`config.mk`:
```
export PLATFORM = sky130hd
export DESIGN_NAME = alu_issue
export DESIGN_NICKNAME = d
export VERILOG_FILES = /design/src/rtl/alu_issue_pkg.sv /design/src/rtl/alu_issue_fifo2.sv /design/src/rtl/alu_issue.sv
export SDC_FILE = /design/constraint.sdc
export NUM_CORES = 1
export LEC_CHECK = 0
export ABC_CLOCK_PERIOD_IN_PS = 2600
export CORE_ASPECT_RATIO = 0.8
export CORE_MARGIN = 8
export CORE_UTILIZATION = 40
export DETAILED_ROUTE_END_ITERATION = 12
export SLEW_MARGIN = 30
export SYNTH_ARGS = -nofsm -noshare
export SYNTH_HDL_FRONTEND = slang
export SYNTH_SLANG_ARGS = --single-unit
```
`constraint.sdc`:
```
create_clock -name clk -period 2.6 [get_ports clk]
set_input_delay 0.65 -clock clk [delete_from_list [all_inputs] [get_ports clk]]
set_output_delay 0.65 -clock clk [all_outputs]
set_load 0.02 [all_outputs]
```
`src/rtl/alu_issue_pkg.sv`:
```
// Shared definitions for the alu_issue stage: instruction field layout,
// issue FSM states, flag-word bit indices and ALUOp encodings.
package alu_issue_pkg;

    localparam int INSTR_W     = 13;
    localparam int LD_BIT      = 12;
    localparam int L_BIT       = 11;
    localparam int OP_HI       = 10;
    localparam int OP_LO       = 9;
    localparam int IMM_SEL_BIT = 8;
    localparam int RD_HI       = 7;
    localparam int RD_LO       = 6;
    localparam int RS_HI       = 5;
    localparam int RS_LO       = 4;
    localparam int RT_HI       = 1;
    localparam int RT_LO       = 0;
    localparam int IMM_HI      = 3;
    localparam int IMM_LO      = 0;

    localparam int FLAG_ZERO  = 2;
    localparam int FLAG_CARRY = 1;
    localparam int FLAG_SIGN  = 0;

    localparam logic [1:0] ALU_NEG_A = 2'b00;
    localparam logic [1:0] ALU_NEG_B = 2'b01;
    localparam logic [1:0] ALU_ADD   = 2'b10;
    localparam logic [1:0] ALU_SUB   = 2'b11;

    typedef enum logic [1:0] {
        ST_IDLE = 2'd0,
        ST_EXEC = 2'd1,
        ST_WB   = 2'd2
    } state_e;

    // Logic ops leave carry/sign undefined at the ALU, so they are cleared here.
    function automatic logic [2:0] capture_flags(input logic l, input logic z,
                                                 input logic c, input logic s);
        logic [2:0] f;
        f            = 3'b000;
        f[FLAG_ZERO] = z;
        if (l) begin
            f[FLAG_CARRY] = 1'b0;
            f[FLAG_SIGN]  = 1'b0;
        end else begin
            f[FLAG_CARRY] = c;
            f[FLAG_SIGN]  = s;
        end
        return f;
    endfunction

endpackage

```
`src/rtl/alu_issue_fifo2.sv`:
```
// Two-entry instruction queue with wrap-around pointers and an occupancy count.
module instr_fifo2
    import alu_issue_pkg::*;
(
    input  logic               clk,
    input  logic               reset,
    input  logic               push,
    input  logic               pop,
    input  logic [INSTR_W-1:0] wdata,
    output logic [INSTR_W-1:0] rdata,
    output logic [1:0]         count
);

    logic [INSTR_W-1:0] mem_q [2];
    logic [INSTR_W-1:0] mem_d [2];
    logic               wr_ptr_q, wr_ptr_d;
    logic               rd_ptr_q, rd_ptr_d;
    logic [1:0]         count_q, count_d;
    logic               push_ok_s, pop_ok_s;

    // Next-state computation for storage, pointers and count.
    always_comb begin
        push_ok_s = push & (count_q != 2'd2);
        pop_ok_s  = pop & (count_q != 2'd0);
        mem_d     = mem_q;
        wr_ptr_d  = wr_ptr_q;
        rd_ptr_d  = rd_ptr_q;
        count_d   = count_q;
        if (push_ok_s) begin
            mem_d[wr_ptr_q] = wdata;
            wr_ptr_d        = ~wr_ptr_q;
        end else begin
            wr_ptr_d = wr_ptr_q;
        end
        if (pop_ok_s) begin
            rd_ptr_d = ~rd_ptr_q;
        end else begin
            rd_ptr_d = rd_ptr_q;
        end
        case ({push_ok_s, pop_ok_s})
            2'b10:   count_d = count_q + 2'd1;
            2'b01:   count_d = count_q - 2'd1;
            default: count_d = count_q;
        endcase
    end

    // Queue state registers.
    always_ff @(posedge clk) begin
        if (reset) begin
            mem_q[0] <= {INSTR_W{1'b0}};
            mem_q[1] <= {INSTR_W{1'b0}};
            wr_ptr_q <= 1'b0;
            rd_ptr_q <= 1'b0;
            count_q  <= 2'd0;
        end else begin
            mem_q    <= mem_d;
            wr_ptr_q <= wr_ptr_d;
            rd_ptr_q <= rd_ptr_d;
            count_q  <= count_d;
        end
    end

    assign rdata = mem_q[rd_ptr_q];
    assign count = count_q;

endmodule

```
`src/rtl/alu_issue.sv`:
```
// Issue/writeback stage in front of the 4-bit ALU: queues instructions, reads
// operands from a 4x4 register file, and writes back result and flags.
module alu_issue
    import alu_issue_pkg::*;
(
    input  logic               clk,
    input  logic               reset,
    input  logic               in_valid,
    output logic               in_ready,
    input  logic [INSTR_W-1:0] in_instr,
    output logic [3:0]         alu_a,
    output logic [3:0]         alu_b,
    output logic [1:0]         alu_op,
    output logic               alu_l,
    input  logic [3:0]         alu_r,
    input  logic               alu_zero,
    input  logic               alu_carry,
    input  logic               alu_sign,
    output logic [2:0]         flags_q,
    output logic               done,
    output logic               busy,
    input  logic [1:0]         dbg_sel,
    output logic [3:0]         dbg_data
);

    state_e             state_q, state_d;
    logic [INSTR_W-1:0] ir_q, ir_d;
    logic [3:0]         res_q, res_d;
    logic [2:0]         res_flags_q, res_flags_d;
    logic [2:0]         flags_d;
    logic               done_q, done_d;
    logic [3:0]         rf_q [4];
    logic [3:0]         rf_d [4];

    logic               push_s;
    logic               pop_s;
    logic [INSTR_W-1:0] head_s;
    logic [1:0]         count_s;
    logic [3:0]         imm_s;

    // Ready looks only at the registered count, so a same-cycle pop never frees a slot.
    assign in_ready = (count_s != 2'd2) & ~reset;
    assign push_s   = in_valid & in_ready;
    assign imm_s    = ir_q[IMM_HI:IMM_LO];

    instr_fifo2 u_fifo (
        .clk   (clk),
        .reset (reset),
        .push  (push_s),
        .pop   (pop_s),
        .wdata (in_instr),
        .rdata (head_s),
        .count (count_s)
    );

    // Issue FSM next-state, ALU drive, result capture and writeback.
    always_comb begin
        state_d     = state_q;
        ir_d        = ir_q;
        res_d       = res_q;
        res_flags_d = res_flags_q;
        flags_d     = flags_q;
        rf_d        = rf_q;
        done_d      = 1'b0;
        pop_s       = 1'b0;
        alu_a       = 4'd0;
        alu_b       = 4'd0;
        alu_op      = 2'd0;
        alu_l       = 1'b0;
        case (state_q)
            ST_IDLE: begin
                if (count_s != 2'd0) begin
                    pop_s   = 1'b1;
                    ir_d    = head_s;
                    state_d = ST_EXEC;
                end else begin
                    state_d = ST_IDLE;
                end
            end
            ST_EXEC: begin
                alu_a = rf_q[ir_q[RS_HI:RS_LO]];
                if (ir_q[IMM_SEL_BIT]) begin
                    alu_b = imm_s;
                end else begin
                    alu_b = rf_q[ir_q[RT_HI:RT_LO]];
                end
                alu_op = ir_q[OP_HI:OP_LO];
                alu_l  = ir_q[L_BIT];
                if (ir_q[LD_BIT]) begin
                    res_d = imm_s;
                end else begin
                    res_d = alu_r;
                end
                res_flags_d = capture_flags(ir_q[L_BIT], alu_zero, alu_carry, alu_sign);
                done_d      = 1'b1;
                state_d     = ST_WB;
            end
            ST_WB: begin
                rf_d[ir_q[RD_HI:RD_LO]] = res_q;
                if (ir_q[LD_BIT]) begin
                    flags_d = flags_q;
                end else begin
                    flags_d = res_flags_q;
                end
                if (count_s != 2'd0) begin
                    pop_s   = 1'b1;
                    ir_d    = head_s;
                    state_d = ST_EXEC;
                end else begin
                    state_d = ST_IDLE;
                end
            end
            default: begin
                state_d = ST_IDLE;
            end
        endcase
    end

    // Pipeline, register-file and flag registers.
    always_ff @(posedge clk) begin
        if (reset) begin
            state_q     <= ST_IDLE;
            ir_q        <= {INSTR_W{1'b0}};
            res_q       <= 4'd0;
            res_flags_q <= 3'd0;
            flags_q     <= 3'd0;
            done_q      <= 1'b0;
            rf_q[0]     <= 4'd0;
            rf_q[1]     <= 4'd0;
            rf_q[2]     <= 4'd0;
            rf_q[3]     <= 4'd0;
        end else begin
            state_q     <= state_d;
            ir_q        <= ir_d;
            res_q       <= res_d;
            res_flags_q <= res_flags_d;
            flags_q     <= flags_d;
            done_q      <= done_d;
            rf_q        <= rf_d;
        end
    end

    assign done     = done_q;
    assign busy     = (state_q != ST_IDLE) | (count_s != 2'd0);
    assign dbg_data = rf_q[dbg_sel];

endmodule
```
==> results.py, run 1 <==
metrics = {
    "run_status": {
        "status": "finished, final reports clean",
    },
    "min_path": {
        "hold_path_class": "flop to flop",
        "worst_hold_path.endpoint": "u_fifo.mem_q[9]",
        "worstHoldStart": "u_fifo.mem_q[9]",
        "min_path_cells": 2,
    },
    "power": {
        "irDropWorstVdd_mv": 0.657,
        "p_int_mw": 2.37,
        "clkPwrFrac": 0.278,
        "p_total_mw": 3.60,
        "netSwitchingFraction": 0.340,
        "p_leak_nw": 1.64,
        "pwr-share-comb": 0.280,
        "p_per_area_mw_per_mm2": 878,
        "p_seq_frac": 0.442,
        "p_switching_mw": 1.22,
    },
    "detailed_routing": {
        "first_iter_violations": 120,
        "drtPass1Iterations": 4,
        "top_layer_used": "met4",
        "wl_met2_um": 3610,
        "drt-met1-wl_um": 3810,
        "wl_um": 7850,
        "ant_nets": 0,
        "post_drt_wl_per_cell_um": 16.3,
        "wl_met3_um": 291,
        "via_per_inst": 5.16,
        "drcViolationCount": 0,
        "vias": 2485,
    },
    "floorplan": {
        "num_io_pins": 46,
        "design.die.area_mm2": 0.0114,
        "coreArea_mm2": 0.00798,
        "die_x_um": 118,
        "fp.dieH_um": 97.3,
        "row_count": 29,
        "start_util": 0.413,
    },
    "clocking": {
        "cts_tree": "built",
        "h-tree-depth": 3,
        "clk-insertion-delay-late_ns": 0.34,
        "cts_root_buffer": "clkbuf_8",
        "clock-sinks": 72,
        "cts_setup_buffers": 0,
        "clk_pin_slew_ns": 0.08,
        "cts_buffers": 9,
        "cts_hold_buf": 0,
        "cts_buffer_depth": 2,
    },
    "global_routing": {
        "antenna_found_initial": 0,
        "grt_max_degree": 29,
        "grt_pass1_wl_um": 13300,
        "grt_usage": 0.141,
        "grt_pass1_vias": 2591,
        "grt_overflow": 0,
    },
    "synth": {
        "synth_seq_area_share": 0.437,
        "syn-mean-instance-area_um2": 10.2,
        "syn-num-nets": 351,
        "ys_seq_elements": 72,
        "synthArstFlopShare": 0,
        "synth_cell_types": 33,
        "synthFlopType": "dfxtp_1",
        "syn_area_mm2": 0.00330,
        "yosys_warnings": 0,
        "synth_edf_count": 0,
        "synth_cells": 325,
    },
    "cells_and_area": {
        "design_area_mm2": 0.00410,
        "diodes": 0,
        "nNetsFinal": 395,
        "layout_commonest_cell": "dfxtp_1",
        "area_growth_pct": 24.1,
        "drive_above_1_share": 0.168,
        "fill_cells": 744,
        "most-common-layout-cells": "69 x dfxtp_1, 53 x mux2i_1, 43 x nor2_1, 27 x clkdlybuf4s50_1, 18 x nand2_1",
    },
    "setup_path": {
        "critPathTopFamily": "buffers and inverters",
        "crit_chain": "clkdlybuf4s50_1 > mux4_2 > dlygate4sd2_1",
        "crit_buf_inv": 2,
        "cpMaxStageDelayCell": "clkdlybuf4s50_1",
        "r2r_start": "u_fifo.count[0]",
        "worst-path-max-fanout": 4,
        "worstSetupEndpointType": "primary output",
        "start_kind": "input port",
        "r2r-end": "u_fifo.count[1]",
        "critPathKind": "input port to primary output",
        "rrSetupSlack_ns": 0.90,
        "worstPathArrival_ns": 1.89,
        "r2r_cells": 6,
        "cp.required_ns": 1.95,
        "crit_path_max_incr_delay_ns": 0.58,
    },
    "sta": {
        "max_freq_ghz": 0.393,
        "period_share": 0.979,
        "finalHoldViolCount": 0,
        "whs_ns": 0.460,
        "grt_setup_unrepaired": "false",
        "drv_slew": 0,
        "worst_pin_slew_ns": 0.871,
        "fin_crit_ns": 2.54,
        "finClkSkew_ns": 0.0104,
        "setup_violations": 0,
        "slew_headroom": 0.419,
    },
    "placed_design": {
        "globalplace.congestion": 0.783,
        "io_buffers": 45,
        "postPlaceCellArea_mm2": 0.00386,
        "place_hpwl_um": 5590,
    },
    "job": {
        "drv_cap": 0,
    },
}
==> flip-flops by register name (all words and copies together), names as in the netlist <==
| signal | cells |
|---|---|
| res_q | 4 |
| flags_q | 3 |
| done | 1 |
| u_fifo.rd_ptr_q | 1 |
| rf_q | 16 |
| ir_q | 13 |
| u_fifo.wr_ptr_q | 1 |
| u_fifo.mem_q | 26 |
| u_fifo.count | 2 |
| res_flags_q | 3 |
| state_q | 2 |
==> worst max path at each step <==
stage | cells past startpoint | start | to
floorplan | 3 | reset | in_ready
global route | 3 | dbg_sel[1] | dbg_data[1]
finish | 3 | dbg_sel[1] | dbg_data[2]
global placement | 4 | dbg_sel[0] | dbg_data[0]
detailed placement | 4 | dbg_sel[0] | dbg_data[0]
CTS | 3 | u_fifo.count[0] | busy
==> metal layers <==
layer  up-vias  global-route usage
met3        10              0.0360
met4         0              0.0570
met1      1195               0.175
met5         -                   0
li1       1242                   -
met2        38               0.230
==> synthesized netlist by cell type (9+ instances only) <==
cell type / n / share of area
nor2_1: 43 / 0.049
clkbuf_1: 14 / 0.016
buf_2: 10 / 0.015
mux4_2: 10 / 0.068
o21ai_0: 14 / 0.021
o311ai_0: 13 / 0.034
mux2i_1: 53 / 0.16
dfxtp_1: 72 / 0.44
inv_1: 15 / 0.017
nand2_1: 18 / 0.020
a211oi_2: 9 / 0.034
==> kinds of logic (layout without fill, tap and decap cells) <==
group	Yosys count	count (layout)	synth area share
buffers and inverters	42	91	0.0572
AO/OA/AOI/OAI	55	55	0.127
flip-flops	72	72	0.437
adder cells (fa/ha/maj)	1	1	0.00379
XOR/XNOR	3	3	0.00796
multiplexers	65	65	0.236
AND/OR/NAND/NOR	87	87	0.132
==> per-stage QoR <==
| step | TNS, ns | util | instances | setup WS [ns] |
|---|---|---|---|---|
| 5_1_grt | 0 | 0.513 | 482 | 0.00550 |
| 3_5_place_dp | -1.51 | 0.484 | 466 | -0.394 |
| 2_1_floorplan | 0 | - | 325 | 0.585 |
| 3_3_place_gp | -1.43 | 0.484 | 466 | -0.364 |
| 6_report | 0 | 0.513 | 482 | 0.0558 |
| 4_1_cts | 0 | 0.512 | 482 | 0.0193 |
==> power groups by stage <==
stage | clock (mW) | sequential [mW] | combinational, mW
after floorplan | 0 | 1.44 | 0.885
after global placement | 0 | 1.60 | 0.989
after detailed placement | 0 | 1.61 | 1.01
after CTS | 1.03 | 1.59 | 1.02
after global routing | 1.08 | 1.63 | 1.11
final | 0.999 | 1.59 | 1.01
==> worst register-to-register path: cells and delay by family (launching register included) <==
| family | cells | cell delay (ns) |
|---|---|---|
| AND/OR/NAND/NOR | 3 | 0.61 |
| flip-flops | 1 | 0.39 |
| adder cells (fa/ha/maj) | 1 | 0.32 |
| buffers and inverters | 1 | 0.16 |
| AO/OA/AOI/OAI | 1 | 0.15 |
==> layout make-up <==
class	count	area, µm²	area share
well taps	108	135	0.0330
inverters	15	56.3	0.0137
flip-flops and latches	72	1450	0.353
clock buffers	10	138	0.0336
multi-input cells	211	1680	0.410
repair buffers	60	547	0.133
clock inverters	6	92.6	0.0226
==> repair_timing <==
item	CTS	global route
setup endpoints to repair	14	3
gates cloned	0	0
gates resized for setup	26	3
endpoints found under the hold margin	0	0
No activity file was read; power rests on OpenSTA's default activity.
==> run 2, diff against run 1 <==
- CORE_ASPECT_RATIO: 0.8 -> 1.5
==> run 2 against run 1 <==
Against the previous run:
- flip-flop and latch count stayed put
- hold slack worse by 0.0077 ns
- clock skew decreased by 0.0061 ns
- power increased by 5.2%
- wire length fell by 5.1%
- combinational power about the same
- global-route usage down 0.55 points
- count of clock-buffer cells in the layout rose by 3
- first-iteration DRC count rose by 9.2%
- setup slack better by 0.021 ns
- cell area is 0.98% higher
- via count shrank 1.0%
==> results.py, run 2 (synthesis gave the netlist of run 1 again) <==
metrics = {
    "clocking": {
        "clk-insertion-delay-late_ns": 0.33,
        "cts_buffers": 9,
        "cts_buffer_depth": 2,
        "clk_pin_slew_ns": 0.05,
        "cts_root_buffer": "clkbuf_16",
        "cts_setup_buffers": 0,
        "h-tree-depth": 3,
        "clock-sinks": 72,
        "cts_tree": "built",
    },
    "global_routing": {
        "grt_pass1_wl_um": 12400,
        "grt.met2_usage": 0.233,
        "grt_max_degree": 47,
        "grt_usage": 0.136,
        "busiest_layer": "met2",
        "grt_overflow": 0,
        "use_met3": 0.0399,
        "use_met1": 0.148,
        "grt_pass1_vias": 2462,
        "antenna_found_initial": 0,
    },
    "cells_and_area": {
        "drive_above_1_share": 0.162,
        "design_area_mm2": 0.00414,
        "fill_cells": 764,
        "multi_input_area_mm2": 0.00167,
        "top_register": "u_fifo.mem_q",
        "seq_area_mm2": 0.00145,
        "top_regs": "u_fifo.mem_q (26), rf_q (16), ir_q (13)",
        "area_growth_pct": 25.3,
        "nNetsFinal": 392,
        "fin_cells": 476,
        "most-common-layout-cells": "69 x dfxtp_1, 53 x mux2i_1, 43 x nor2_1, 29 x clkdlybuf4s50_1, 18 x nand2_1",
        "layout_commonest_cell": "dfxtp_1",
        "largest_reg_flops": 26,
        "diodes": 0,
        "fin_util": 0.517,
    },
    "setup_path": {
        "worstSetupEndpointType": "primary output",
        "r2r-end": "u_fifo.count[1]",
        "r2r_start": "u_fifo.count[0]",
        "start_kind": "flop",
        "worstPathArrival_ns": 1.87,
        "rrSetupSlack_ns": 1.00,
        "cp.required_ns": 1.95,
        "critPathKind": "flop to primary output",
        "worst-path-max-fanout": 5,
        "r2r_cells": 6,
    },
    "power": {
        "p_total_mw": 3.78,
        "p_per_area_mw_per_mm2": 915,
        "p_leak_nw": 1.69,
        "irDropWorstVdd_mv": 0.637,
    },
    "sta": {
        "finalHoldViolCount": 0,
        "period_share": 0.970,
        "worst_pin_slew_ns": 0.832,
        "setup_violations": 0,
        "tns_ns": 0,
        "slew_headroom": 0.445,
        "finClkSkew_ns": 0.00435,
        "fin_crit_ns": 2.52,
        "max_freq_ghz": 0.396,
        "fin_ws_ns": 0.0769,
        "whs_ns": 0.452,
        "drv_slew": 0,
    },
    "floorplan": {
        "row_count": 40,
        "design.die.area_mm2": 0.0115,
        "coreArea_mm2": 0.00801,
        "num_io_pins": 46,
        "start_util": 0.412,
        "die_x_um": 90.2,
        "fp.dieH_um": 127,
    },
    "placed_design": {
        "placed_cells": 460,
        "postPlaceCellArea_mm2": 0.00383,
        "io_buffers": 45,
        "place_ws_ns": -0.349,
        "globalplace.congestion": 0.767,
        "place_hpwl_um": 5290,
    },
    "run_status": {
        "status": "finished, final reports clean",
    },
    "min_path": {
        "min_path_cells": 2,
        "worstHoldStart": "res_flags_q[1]",
        "hold_path_class": "flop to flop",
        "worst_hold_path.endpoint": "res_flags_q[1]",
    },
    "detailed_routing": {
        "first_iter_violations": 131,
        "post_drt_wl_per_cell_um": 15.6,
        "wl_um": 7450,
        "drtPass1Iterations": 4,
        "via_per_inst": 5.17,
        "vias": 2460,
        "ant_nets": 0,
        "drcViolationCount": 0,
    },
    "job": {
        "drv_cap": 0,
    },
}
## run 2: routing by layer
layer,vias to the layer above,share of wire,routed length [µm]
met5,-,0,0
met4,0,0.022,165
met3,11,0.046,345
met2,55,0.50,3750
met1,1160,0.43,3190
li1,1234,-,-
## run 2: critical path, stage by stage, from the launching register on
cell and delay, ns:
dfxtp_1 0.31, buf_4 0.15, or4_1 0.52, clkdlybuf4s50_1 0.56
## run 2: worst max-delay path by stage
| stage | from | end | cells after the start |
|---|---|---|---|
| floorplan | reset | in_ready | 3 |
| global placement | dbg_sel[0] | dbg_data[3] | 4 |
| detailed placement | dbg_sel[0] | dbg_data[3] | 4 |
| CTS | ir_q[0] | alu_b[1] | 4 |
| global route | state_q[0] | alu_op[0] | 4 |
| finish | u_fifo.count[0] | busy | 3 |
## run 2: repair_timing
item,CTS,global route
endpoints found under the setup margin,13,8
hold buffers,0,0
resized for setup,26,8
pin swaps,0,0
## run 2: area by class of cell
class | count | share of cell area
Clock buffer | 13 | 0.0629
Clock inverter | 3 | 0.00968
Inverter | 15 | 0.0136
Multi-Input combinational cell | 211 | 0.404
Sequential cell | 72 | 0.349
Tap cell | 105 | 0.0318
Timing Repair Buffer | 57 | 0.128
## run 2: power breakdown
group          switching, mW  total, mW  internal (mW)  leakage [nW]
registers              0.273       1.58           1.31         0.588
logic                  0.494      0.982          0.488         0.956
clock network          0.432       1.22          0.792         0.150
total                   1.20       3.78           2.59          1.69
